[src/rtl/framed_word_unpacker_if.sv]
// Stream bundle between the framed link, the unpacker and the payload consumer.
// The slave modport is the unpacker's view; the master modport is the environment's view.
interface framed_word_unpacker_if;
    logic        in_valid;
    logic        in_ready;
    logic [63:0] in_word;
    logic        out_valid;
    logic        out_ready;
    logic [31:0] out_data;
    logic [15:0] out_free;

    modport master (
        output in_valid, in_word, out_ready,
        input  in_ready, out_valid, out_data, out_free
    );

    modport slave (
        input  in_valid, in_word, out_ready,
        output in_ready, out_valid, out_data, out_free
    );
endinterface

[src/rtl/framed_word_unpacker.sv]
// Checks 64-bit framed words against a masked tag pattern. While locked, it forwards
// matching payloads through a one-deep output register and keeps saturating match/miss counts.
module framed_word_unpacker #(
    parameter logic [31:0] EXP_TAG   = 32'h0BD0_0000,
    parameter logic [31:0] CARE_MASK = 32'hFFF0_000F,
    parameter int          LOCK_CNT  = 3,
    parameter int          LOSS_CNT  = 2,
    parameter int          CNT_W     = 16
) (
    input  logic                    clk,
    input  logic                    rst,
    framed_word_unpacker_if.slave   bus,
    output logic                    locked,
    output logic                    tag_err,
    output logic [CNT_W-1:0]        good_cnt,
    output logic [CNT_W-1:0]        bad_cnt
);

    localparam int RUN_MAX = (LOCK_CNT > LOSS_CNT) ? LOCK_CNT : LOSS_CNT;
    localparam int RUN_W   = (RUN_MAX < 2) ? 1 : $clog2(RUN_MAX + 1);
    localparam logic [RUN_W-1:0] LOCK_LAST = RUN_W'(LOCK_CNT - 1);
    localparam logic [RUN_W-1:0] LOSS_LAST = RUN_W'(LOSS_CNT - 1);

    typedef enum logic {
        HUNT   = 1'b0,
        LOCKED = 1'b1
    } state_t;

    state_t             state_q, state_d;
    logic [RUN_W-1:0]   match_run_q, match_run_d;
    logic [RUN_W-1:0]   miss_run_q, miss_run_d;
    logic               out_valid_q, out_valid_d;
    logic [31:0]        out_data_q, out_data_d;
    logic [15:0]        out_free_q, out_free_d;
    logic               tag_err_q, tag_err_d;
    logic [CNT_W-1:0]   good_q, good_d;
    logic [CNT_W-1:0]   bad_q, bad_d;

    logic               in_ready;
    logic               accept;
    logic               match;
    logic               load;

    // Flow-through register: space exists when empty or being drained this cycle.
    assign in_ready = !out_valid_q || bus.out_ready;
    assign accept   = bus.in_valid && in_ready;
    assign match    = ((bus.in_word[63:32] ^ EXP_TAG) & CARE_MASK) == 32'h0;
    assign load     = accept && match && (state_q == LOCKED);

    always_ff @(posedge clk) begin
        if (rst) begin
            state_q     <= HUNT;
            match_run_q <= '0;
            miss_run_q  <= '0;
            out_valid_q <= 1'b0;
            out_data_q  <= '0;
            out_free_q  <= '0;
            tag_err_q   <= 1'b0;
            good_q      <= '0;
            bad_q       <= '0;
        end else begin
            state_q     <= state_d;
            match_run_q <= match_run_d;
            miss_run_q  <= miss_run_d;
            out_valid_q <= out_valid_d;
            out_data_q  <= out_data_d;
            out_free_q  <= out_free_d;
            tag_err_q   <= tag_err_d;
            good_q      <= good_d;
            bad_q       <= bad_d;
        end
    end

    always_comb begin
        state_d     = state_q;
        match_run_d = match_run_q;
        miss_run_d  = miss_run_q;
        if (accept) begin
            case (state_q)
                HUNT: begin
                    if (!match) begin
                        match_run_d = '0;
                    end else if (match_run_q == LOCK_LAST) begin
                        state_d     = LOCKED;
                        match_run_d = '0;
                        miss_run_d  = '0;
                    end else begin
                        match_run_d = match_run_q + 1'b1;
                    end
                end
                LOCKED: begin
                    if (match) begin
                        miss_run_d = '0;
                    end else if (miss_run_q == LOSS_LAST) begin
                        state_d     = HUNT;
                        match_run_d = '0;
                        miss_run_d  = '0;
                    end else begin
                        miss_run_d = miss_run_q + 1'b1;
                    end
                end
                default: state_d = HUNT;
            endcase
        end
    end

    always_comb begin
        out_valid_d = out_valid_q;
        out_data_d  = out_data_q;
        out_free_d  = out_free_q;
        tag_err_d   = accept && !match;
        good_d      = good_q;
        bad_d       = bad_q;

        if (load) begin
            out_valid_d = 1'b1;
            out_data_d  = bus.in_word[31:0];
            out_free_d  = bus.in_word[51:36];
        end else if (bus.out_ready) begin
            out_valid_d = 1'b0;
        end

        // Counters saturate at all-ones instead of wrapping.
        if (accept && match && (good_q != {CNT_W{1'b1}})) begin
            good_d = good_q + 1'b1;
        end
        if (accept && !match && (bad_q != {CNT_W{1'b1}})) begin
            bad_d = bad_q + 1'b1;
        end
    end

    assign bus.in_ready  = in_ready;
    assign bus.out_valid = out_valid_q;
    assign bus.out_data  = out_data_q;
    assign bus.out_free  = out_free_q;
    assign locked        = (state_q == LOCKED);
    assign tag_err       = tag_err_q;
    assign good_cnt      = good_q;
    assign bad_cnt       = bad_q;

endmodule

[src/flat_wrapper.sv]
// flat-port wrapper written by rule: the top's interface ports become plain ports
module framed_word_unpacker_flat 
#(
    parameter logic [31:0] EXP_TAG   = 32'h0BD0_0000,
    parameter logic [31:0] CARE_MASK = 32'hFFF0_000F,
    parameter int          LOCK_CNT  = 3,
    parameter int          LOSS_CNT  = 2,
    parameter int          CNT_W     = 16
)
  (clk, rst, locked, tag_err, good_cnt, bad_cnt, bus_in_valid, bus_in_word, bus_out_ready, bus_in_ready, bus_out_valid, bus_out_data, bus_out_free);
  framed_word_unpacker_if bus_i ();
  input  logic clk;
  input  logic rst;
  output logic locked;
  output logic tag_err;
  output logic [CNT_W-1:0] good_cnt;
  output logic [CNT_W-1:0] bad_cnt;
  input wire logic [$bits(bus_i.in_valid)-1:0] bus_in_valid;
  input wire logic [$bits(bus_i.in_word)-1:0] bus_in_word;
  input wire logic [$bits(bus_i.out_ready)-1:0] bus_out_ready;
  output wire logic [$bits(bus_i.in_ready)-1:0] bus_in_ready;
  output wire logic [$bits(bus_i.out_valid)-1:0] bus_out_valid;
  output wire logic [$bits(bus_i.out_data)-1:0] bus_out_data;
  output wire logic [$bits(bus_i.out_free)-1:0] bus_out_free;
  assign bus_i.in_valid = bus_in_valid;
  assign bus_i.in_word = bus_in_word;
  assign bus_i.out_ready = bus_out_ready;
  assign bus_in_ready = bus_i.in_ready;
  assign bus_out_valid = bus_i.out_valid;
  assign bus_out_data = bus_i.out_data;
  assign bus_out_free = bus_i.out_free;
  framed_word_unpacker #(.EXP_TAG(EXP_TAG), .CARE_MASK(CARE_MASK), .LOCK_CNT(LOCK_CNT), .LOSS_CNT(LOSS_CNT), .CNT_W(CNT_W)) u_core (.clk(clk), .rst(rst), .bus(bus_i), .locked(locked), .tag_err(tag_err), .good_cnt(good_cnt), .bad_cnt(bad_cnt));
endmodule
[config.mk]
export PLATFORM = sky130hd
export DESIGN_NAME = framed_word_unpacker_flat
export DESIGN_NICKNAME = d
export VERILOG_FILES = /design/src/rtl/framed_word_unpacker_if.sv /design/src/rtl/framed_word_unpacker.sv /design/src/flat_wrapper.sv
export SDC_FILE = /design/constraint.sdc
export NUM_CORES = 1
export LEC_CHECK = 0
export CAP_MARGIN = 25
export CORE_ASPECT_RATIO = 0.9
export CORE_UTILIZATION = 47
export DETAILED_ROUTE_END_ITERATION = 6
export PLACE_DENSITY = 0.86
export SETUP_SLACK_MARGIN = 0.15
export SYNTH_ARGS = -nofsm -noshare
export SYNTH_HDL_FRONTEND = slang
export SYNTH_SLANG_ARGS = --single-unit
[constraint.sdc]
create_clock -name clk -period 3.9 [get_ports clk]
set_input_delay 0.78 -clock clk [delete_from_list [all_inputs] [get_ports clk]]
set_output_delay 0.78 -clock clk [all_outputs]
set_load 0.02 [all_outputs]
==> results.tsv, run 1 <==
metric	value	unit
outcome	complete, no violations	
combPwrFrac	0.072	
swShare	0.221	
overflow	0	
synth_compound_gate_area_share	0.113	
initial_utilization	0.492	
clkTransAtPathRegs	0.09	ns
portBuffers	151	
wl_per_cell	14.5	µm
critPathMaxFanout	4	
clk_path_buf_depth	2	
gp_congestion	0.775	
synthFlopType	dfxtp_1	
fp.dieH	86.7	µm
grt_usage	0.233	
dr.pass1.iters	4	
synthAdderAreaFrac	0.00668	
netlist_area	0.00375	mm²
cp-end-kind	output pin	
final_cell_mix	clkdlybuf4s50_1, nand2_1, dfxtp_1	
critPathRequiredTime	3.12	ns
synth-xor-area-share	0.0514	
std_cell_rows	30	
drt-total-wl	9.98	mm
ys_seq_elements	87	
fin_crit_sh	0.740	
ys_warn_count	0	
synthCells	444	
cts_buffers	9	
post_cts_buffers	0	
worstSkewPairLatency	0.35	ns
power.clock.fraction	0.377	
grt_max_degree	54	
antenna_found_initial	0	
worstMarginPinSlew	0.638	ns
hold_path.class	reg2reg	
synth_top_family_by_area	simple AND/OR/NAND/NOR gates	
setup_violations	0	
netlist-cell-type-count	50	
drtAntennaViolNets	0	
cts_tree	built	
place_inst	671	
die_area	0.00834	mm²
ctsHoldBuffers	0	
cts_resized	0	
powerDensity	295	mW/mm²
dp_worst_setup_slack	0.804	ns
diodes	0	
clock_skew	0.0124	ns
drive_gt1_frac	0.0880	
arrival	2.11	ns
async_reset_ff_frac	0	
switchingPower	358	µW
finalCriticalPeriod	2.89	ns
dr_total_vias	3740	
seq_power_share	0.551	
rsz0062_at_grt	false	
htreeDepth	3	
maxSlewViolCount	0	
grt_pass1_wl	15.1	mm
p_leak	1.75	nW
viasPerCell	5.44	
drc	0	
synth_edf_count	0	
max_freq	347	MHz
cts_sinks	87	
synth-seq-area-share	0.465	
synth.area.mux_share	0.00834	
setup_slack	1.01	ns
p_int	1.26	mW
drtIter0Drc	222	
yosys.area_share.simple	0.317	
cts-root-buf	clkbuf_8	
final_cells	687	
num-nets-final	656	
cp-start-kind	input pin	
maxCapViolations	0	
path_class	in2out	
dpl.hpwl	7.04	mm
syn_nets	514	
max_slew_margin	0.574	
final-hold-violation-count	0	
peakVddDrop	0.186	mV
tns	0	ns
io_pins	152	
syn2layout_area_growth	46.7	%
design_power_total	1.62	mW
layout.cells.most_common	clkdlybuf4s50_1	
core	0.00762	mm²
fp.dieW	96.1	µm
syn_area_per_cell	8.44	µm²
grt_pass1_vias	3268	
flip-flops by register name, indices dropped and copies added, names as in the netlist:
register and flops:
u_core.bad_cnt 16, u_core.bus.out_data 32, u_core.bus.out_free 16, u_core.bus.out_valid 1, u_core.good_cnt 16, u_core.locked 1
u_core.match_run_q 2, u_core.miss_run_q 2, u_core.tag_err 1
logic make-up after synthesis:
family | Yosys count
buf+inv | 29
flops | 87
compound gates | 72
xor+xnor | 22
fa+ha+maj | 2
simple gates | 229
mux | 3
stage by stage:
| step | util | hold slack [ns] | area [µm²] |
|---|---|---|---|
| 2_1_floorplan | - | 0.475 | 3750 |
| 3_3_place_gp | 0.696 | 0.438 | 5300 |
| 3_5_place_dp | 0.697 | 0.444 | 5310 |
| 4_1_cts | 0.722 | 0.457 | 5500 |
| 5_1_grt | 0.722 | 0.470 | 5500 |
| 6_report | 0.722 | 0.455 | 5500 |
worst paths after layout:
check / startpoint / endpoint / slack, ns / cells after the start
setup / recovery: bus_out_ready / bus_in_ready / 1.01 / 3
hold / removal: u_core.bus.out_data[25]$_SDFFE_PP0P_ / u_core.bus.out_data[25]$_SDFFE_PP0P_ / 0.45 / 2
setup reg to reg: u_core.bad_cnt[0]$_SDFFE_PP0P_ / u_core.bad_cnt[13]$_SDFFE_PP0P_ / 1.69 / 6
hold reg to reg: u_core.bus.out_data[25]$_SDFFE_PP0P_ / u_core.bus.out_data[25]$_SDFFE_PP0P_ / 0.45 / 2
area by class of cell:
type	count	area, µm²
fillers	577	2120
clock inverters	4	56.3
repair buffers	158	1570
inverters	2	7.51
clock buffers	12	135
well taps	96	120
multi-input cells	328	1870
flip-flops and latches	87	1740
power groups by stage:
stage / logic [mW] / registers [mW] / clock network, mW
floorplan: 0.0304 / 0.918 / 0
global placement: 0.114 / 0.914 / 0
detailed placement: 0.116 / 0.914 / 0
CTS: 0.117 / 0.893 / 0.627
global route: 0.124 / 0.894 / 0.669
finish: 0.117 / 0.894 / 0.612
per-layer routing:
layer  track usage  vias up  part of all wire
met4        0.0882        0             0.021
met5             0        -                 0
met1         0.300     1722              0.42
met3        0.0632       19             0.092
met2         0.372      170              0.47
li1              -     1829                 -
Yosys cell counts (all sizes together), types with 3 or more instances:
master	instances	share of area
or3	4	0.0067
xnor2	19	0.044
a21oi	57	0.086
and2	3	0.0050
nand3	12	0.016
and3	3	0.0050
nor3	8	0.011
clkbuf	18	0.018
xor2	3	0.0070
nand2	104	0.11
nor2	32	0.032
nand4	17	0.028
nor4b	5	0.015
buf	9	0.018
nor4	22	0.042
and4	3	0.0070
nor2b	3	0.0050
dfxtp	87	0.46
o21ai	6	0.0080
critical path, cell delays in order:
cell             delay, ns
clkdlybuf4s50_1       0.48
nand2b_1              0.21
clkdlybuf4s50_1       0.64
Note: power is estimated with default switching activity, not from simulation.
==> run 2, diff against run 1 <==
CORE_UTILIZATION = 39   (was 47)
PLACE_DENSITY = 0.76   (was 0.86)
clock period = 2.42 ns   (was 3.9 ns; I/O delays follow)
==> run 2 against run 1 <==
Combinational power up 67%. Worst setup slack worse by 0.79 ns. Register-to-register slack worse by 1.2 ns. First-iteration DRC count down 29%. Final cell count up 6.8%. Worst hold slack worse by 0.0046 ns. Critical path depth up 5. Die area up 20%. Sequential cell count unchanged. Sequential share of layout area down 2.0 points. Core utilization down 8.4 points. Clock power up 67%. Largest cell class unchanged.
==> results.tsv, run 2 (same netlist as run 1, synthesis figures left out) <==
metric	value	unit	change
outcome	complete, no violations		
peakVddDrop	0.292	mV	+57%
grt_use_met3	0.0622		-0.000957
setup_slack	0.221	ns	-0.794 ns
cts_tree	built		
cp-start-kind	input pin		
drc	0		unchanged
drive_gt1_frac	0.144		+0.0558
gp_congestion	0.800		+3.1%
drtAntennaViolNets	0		unchanged
cts_sinks	87		unchanged
initial_utilization	0.407		-0.0848
grt_max_degree	50		-7.4%
p_leak	2.01	nW	+15%
grt_pass1_vias	3515		+7.6%
layout.cells.most_common	clkdlybuf4s50_1		
setup_violations	0		unchanged
dr.pass1.iters	5		+1
num-nets-final	677		+3.2%
cts_resized	0		unchanged
cpPeakStageDelay	0.49	ns	-0.15 ns
max_freq	455	MHz	
overflow	0		unchanged
clock_skew	0.00986	ns	-0.00251 ns
fillers	773		+34%
std_cell_rows	33		+10%
post_cts_buffers	0		unchanged
regArea	0.00174	mm²	unchanged
powerDensity	452	mW/mm²	+53%
clkTransAtPathRegs	0.08	ns	about the same
fp.dieH	95.0	µm	+9.6%
viasPerCell	5.19		-4.8%
portBuffers	151		unchanged
io_pins	152		unchanged
use_met2	0.331		-0.0409
cts-root-buf	clkbuf_8		
grt_usage	0.201		-0.0316
drt-total-wl	10.9	mm	+9.6%
busiest_layer	met2		
htreeDepth	3		unchanged
fp.dieW	105	µm	+9.6%
worstPathCellList	clkdlybuf4s50_1, or4b_4, nor4_4, buf_4, nand3_4, clkbuf_16, nand2_1, a21oi_1		
rsz0062_at_grt	false		
critPathRequiredTime	2.63	ns	-0.49 ns
cp-end-kind	flop		
final_cells	734		+6.8%
stdcell_area	0.00587	mm²	+6.7%
dpl.hpwl	7.26	mm	+3.1%
maxSlewViolCount	0		unchanged
path_class	in2reg		
dp_worst_setup_slack	-0.226	ns	-1.03 ns
antenna_found_initial	0		unchanged
grt_pass1_wl	16.2	mm	+7.2%
multiInputGateArea	0.00193	mm²	+3.0%
design_power_total	2.65	mW	+63%
wl_per_cell	14.9	µm	+2.6%
ctsHoldBuffers	0		unchanged
tns	0	ns	unchanged
cpMaxStageDelayCell	or4b_4		
worstSkewPairLatency	0.34	ns	about the same
final_cell_mix	clkdlybuf4s50_1, nand2_1, dfxtp_1		
syn2layout_area_growth	56.5	%	
hold_path.class	reg2reg		
worstMarginPinSlew	0.562	ns	-0.0768 ns
hold_ws	0.450	ns	-0.00459 ns
core	0.00921	mm²	+21%
dpl_cell_area	0.00548	mm²	+3.3%
max_slew_margin	0.626		+0.0512
cts_buffers	9		unchanged
drtIter0Drc	157		-29%
finalCriticalPeriod	2.20	ns	
diodes	0		unchanged
grt_util_met1	0.255		-0.0449
fin_crit_sh	0.909		
critPathTopFamily	buffers and inverters		
die_area	0.0100	mm²	+20%
dr_total_vias	3806		+1.8%
place_inst	712		+6.1%
critPathMaxFanout	7		+3
post-route-util	0.637		-0.0844
clk_path_buf_depth	2		unchanged
critPathBufInv	3		+1
largest_reg_flops	32		unchanged
maxCapViolations	0		unchanged
final-hold-violation-count	0		unchanged
arrival	2.41	ns	+0.30 ns
-- run 2: cell types whose count changed in the layout (fill, tap and decap cells not counted), moves of 5 or more --
cell / delta
dlymetal6s2s_1: +11
buf_4: +14
nand2_2: +5
nand2_1: -5
clkdlybuf4s50_1: -11
-- run 2: final timing paths --
kind	from	to	slack, ns	cells after the start
setup reg to reg	u_core.bad_cnt[0]$_SDFFE_PP0P_	u_core.bad_cnt[13]$_SDFFE_PP0P_	0.46	7
hold / removal	u_core.bus.out_free[7]$_SDFFE_PP0P_	u_core.bus.out_free[7]$_SDFFE_PP0P_	0.45	2
setup / recovery	bus_in_word[55]	u_core.bus.out_data[31]$_SDFFE_PP0P_	0.22	8
hold reg to reg	u_core.bus.out_free[7]$_SDFFE_PP0P_	u_core.bus.out_free[7]$_SDFFE_PP0P_	0.45	2
-- run 2: power breakdown --
group	total, mW	internal [mW]	switching [mW]	leakage, nW
registers	1.44	1.43	0.00564	0.701
clock network	1.02	0.482	0.534	0.104
logic	0.195	0.121	0.0743	1.21
-- run 2: layout make-up --
class | count | area share
clock buffers | 9 | 0.0211
clock inverters | 7 | 0.0122
inverters | 2 | 0.00128
multi-input cells | 328 | 0.328
flip-flops and latches | 87 | 0.297
well taps | 122 | 0.0260
repair buffers | 179 | 0.314
-- run 2: worst min-delay path: stages, from the launching register on --
cell and delay, ns:
dfxtp_1 0.31, nand2_1 0.05, a21oi_1 0.05
-- run 2: per-layer routing --
metal  routed length (µm)  vias to the layer above
li1                     -                     1870
met1                 4850                     1778
met2                 5070                      147
met3                  900                       11
met4                  116                        0
met5                    0                        -
==> run 3, diff against run 2 <==
CORE_UTILIZATION = 47   (was 39)
PLACE_DENSITY = 0.86   (was 0.76)
clock period = 2.73 ns   (was 2.42 ns; I/O delays follow)
==> run 3 against run 2 <==
Cell area is 3.8% lower. First-iteration DRC count is 17% lower. Die area is 17% lower. Sequential cell count stayed put. Core utilization is 10 points higher. Via count is 3.1% lower. Combinational power is 12% lower. Final cell count is 5.0% lower. Worst hold slack better by 0.0038 ns. Worst setup slack better by 0.12 ns. Count of clock-buffer cells in the layout stayed put.
==> results.tsv, run 3 (same netlist as run 1, synthesis figures left out) <==
metric	value	unit	change
cts-root-buf	clkbuf_8		
cts_resized	0		unchanged
drtAntennaViolNets	0		unchanged
max_slew_margin	0.656		+0.0300
num-nets-final	666		-1.6%
viasPerCell	5.29		+2.0%
ctsHoldBuffers	0		unchanged
clk_path_buf_depth	2		unchanged
cp-end-kind	flop		
io_pins	152		unchanged
grt_pass1_vias	3253		-7.5%
rsz0062_at_grt	false		
worstMarginPinSlew	0.517	ns	-0.0450 ns
drive_gt1_frac	0.108		-0.0356
initial_utilization	0.492		+0.0848
wl_per_cell	14.5	µm	-2.7%
diodes	0		unchanged
combPwrFrac	0.071		-0.003
post_cts_buffers	0		unchanged
portBuffers	151		unchanged
core	0.00762	mm²	-17%
drt-total-wl	10.1	mm	-7.6%
gp_congestion	0.795		-0.64%
worstSkewPairLatency	0.35	ns	about the same
dpl.hpwl	7.37	mm	+1.5%
hold_path.class	reg2reg		
layout.cells.most_common	clkdlybuf4s50_1		
fp.dieH	86.7	µm	-8.7%
post-route-util	0.741		+0.104
final_cells	697		-5.0%
p_leak	1.82	nW	-9.6%
maxCapViolations	0		unchanged
path_class	in2reg		
max_freq	419	MHz	
reg2reg_from	u_core.good_cnt[3]$_SDFFE_PP0P_		
r2r_slack	0.78	ns	+0.32 ns
drtIter0Drc	130		-17%
dr.pass1.iters	4		-1
p_int	1.83	mW	-10%
finalCriticalPeriod	2.39	ns	
power.clock.fraction	0.397		+0.014
grt_pass1_wl	15.3	mm	-5.9%
cp-start-kind	input pin		
cts_buffers	9		unchanged
tns	0	ns	unchanged
final_cell_mix	clkdlybuf4s50_1, nand2_1, dfxtp_1		
grt_max_degree	50		unchanged
powerDensity	426	mW/mm²	-5.8%
place_inst	681		-4.4%
overflow	0		unchanged
std_cell_rows	30		-9.1%
cts_sinks	87		unchanged
outcome	complete, no violations		
critPathMaxFanout	9		+2
final-hold-violation-count	0		unchanged
whs_path_depth	2		unchanged
maxSlewViolCount	0		unchanged
peakVddDrop	0.358	mV	+22%
swShare	0.240		+0.00872
clock_skew	0.0106	ns	+0.000749 ns
antenna_found_initial	0		unchanged
setup_violations	0		unchanged
r2r_cells	5		-2
syn2layout_area_growth	50.6	%	
dr_total_vias	3688		-3.1%
critPathRequiredTime	2.98	ns	+0.35 ns
cts_tree	built		
die_area	0.00834	mm²	-17%
largest_reg_flops	32		unchanged
critical_path.startpoint	bus_in_word[62]		
min_from	u_core.bus.out_free[9]$_SDFFE_PP0P_		
seq_power_share	0.531		-0.012
clkTransAtPathRegs	0.09	ns	about the same
grt_usage	0.235		+0.0332
arrival	2.64	ns	+0.23 ns
switchingPower	577	µW	-5.9%
drc	0		unchanged
fp.dieW	96.1	µm	-8.7%
htreeDepth	3		unchanged
fin_crit_sh	0.875		
[run 3: changes by cell type in the layout (fill, tap and decap cells not counted), sizes merged]
cell	previous run	this run
buf	26	18
clkbuf	12	9
clkdlybuf4s50	139	150
clkinv	4	0
clkinvlp	0	2
dlymetal6s2s	11	0
inv	4	6
[run 3: power groups by stage]
stage	clock network, mW	registers, mW	logic [mW]
CTS	0.979	1.28	0.171
global route	1.03	1.28	0.182
finish	0.955	1.28	0.171
detailed placement	0	1.31	0.170
floorplan	0	1.31	0.0434
global placement	0	1.31	0.169
[run 3: critical path, stage by stage]
cell             delay, ns
clkdlybuf4s50_1       0.48
and4bb_2              0.25
nand4_1               0.32
buf_4                 0.23
nand4_1               0.26
o31a_1                0.32
o21ba_2               0.21
[run 3: final timing paths]
kind | to
setup / recovery | u_core.bad_cnt[14]$_SDFFE_PP0P_
hold / removal | u_core.bus.out_free[9]$_SDFFE_PP0P_
setup reg to reg | u_core.good_cnt[15]$_SDFFE_PP0P_
hold reg to reg | u_core.bus.out_free[9]$_SDFFE_PP0P_
[run 3: final cells by class]
cell class | instances | area, µm²
fillers | 599 | 1970
repair buffers | 168 | 1700
well taps | 96 | 120
multi-input cells | 328 | 1870
inverters | 2 | 7.51
clock inverters | 7 | 87.6
clock buffers | 9 | 124
flip-flops and latches | 87 | 1740
[run 3: metrics by stage]
stage / setup WS (ns) / hold WS [ns] / cell area (µm²) / power, mW
after floorplan: 0.573 / 0.475 / 3750 / 1.35
after global placement: 0.0560 / 0.437 / 5440 / 1.48
after detailed placement: -0.0206 / 0.443 / 5440 / 1.48
after CTS: 0.353 / 0.456 / 5650 / 2.43
after global routing: 0.283 / 0.471 / 5650 / 2.49
final: 0.342 / 0.454 / 5650 / 2.40
[run 3: metal layers]
metal	routed length, µm	share of wire	GRT usage	up-vias
met5	0	0	0	-
li1	-	-	-	1854
met2	4810	0.48	0.398	136
met1	4330	0.43	0.293	1691
met3	870	0.086	0.0711	7
met4	90	0.0089	0.0502	0
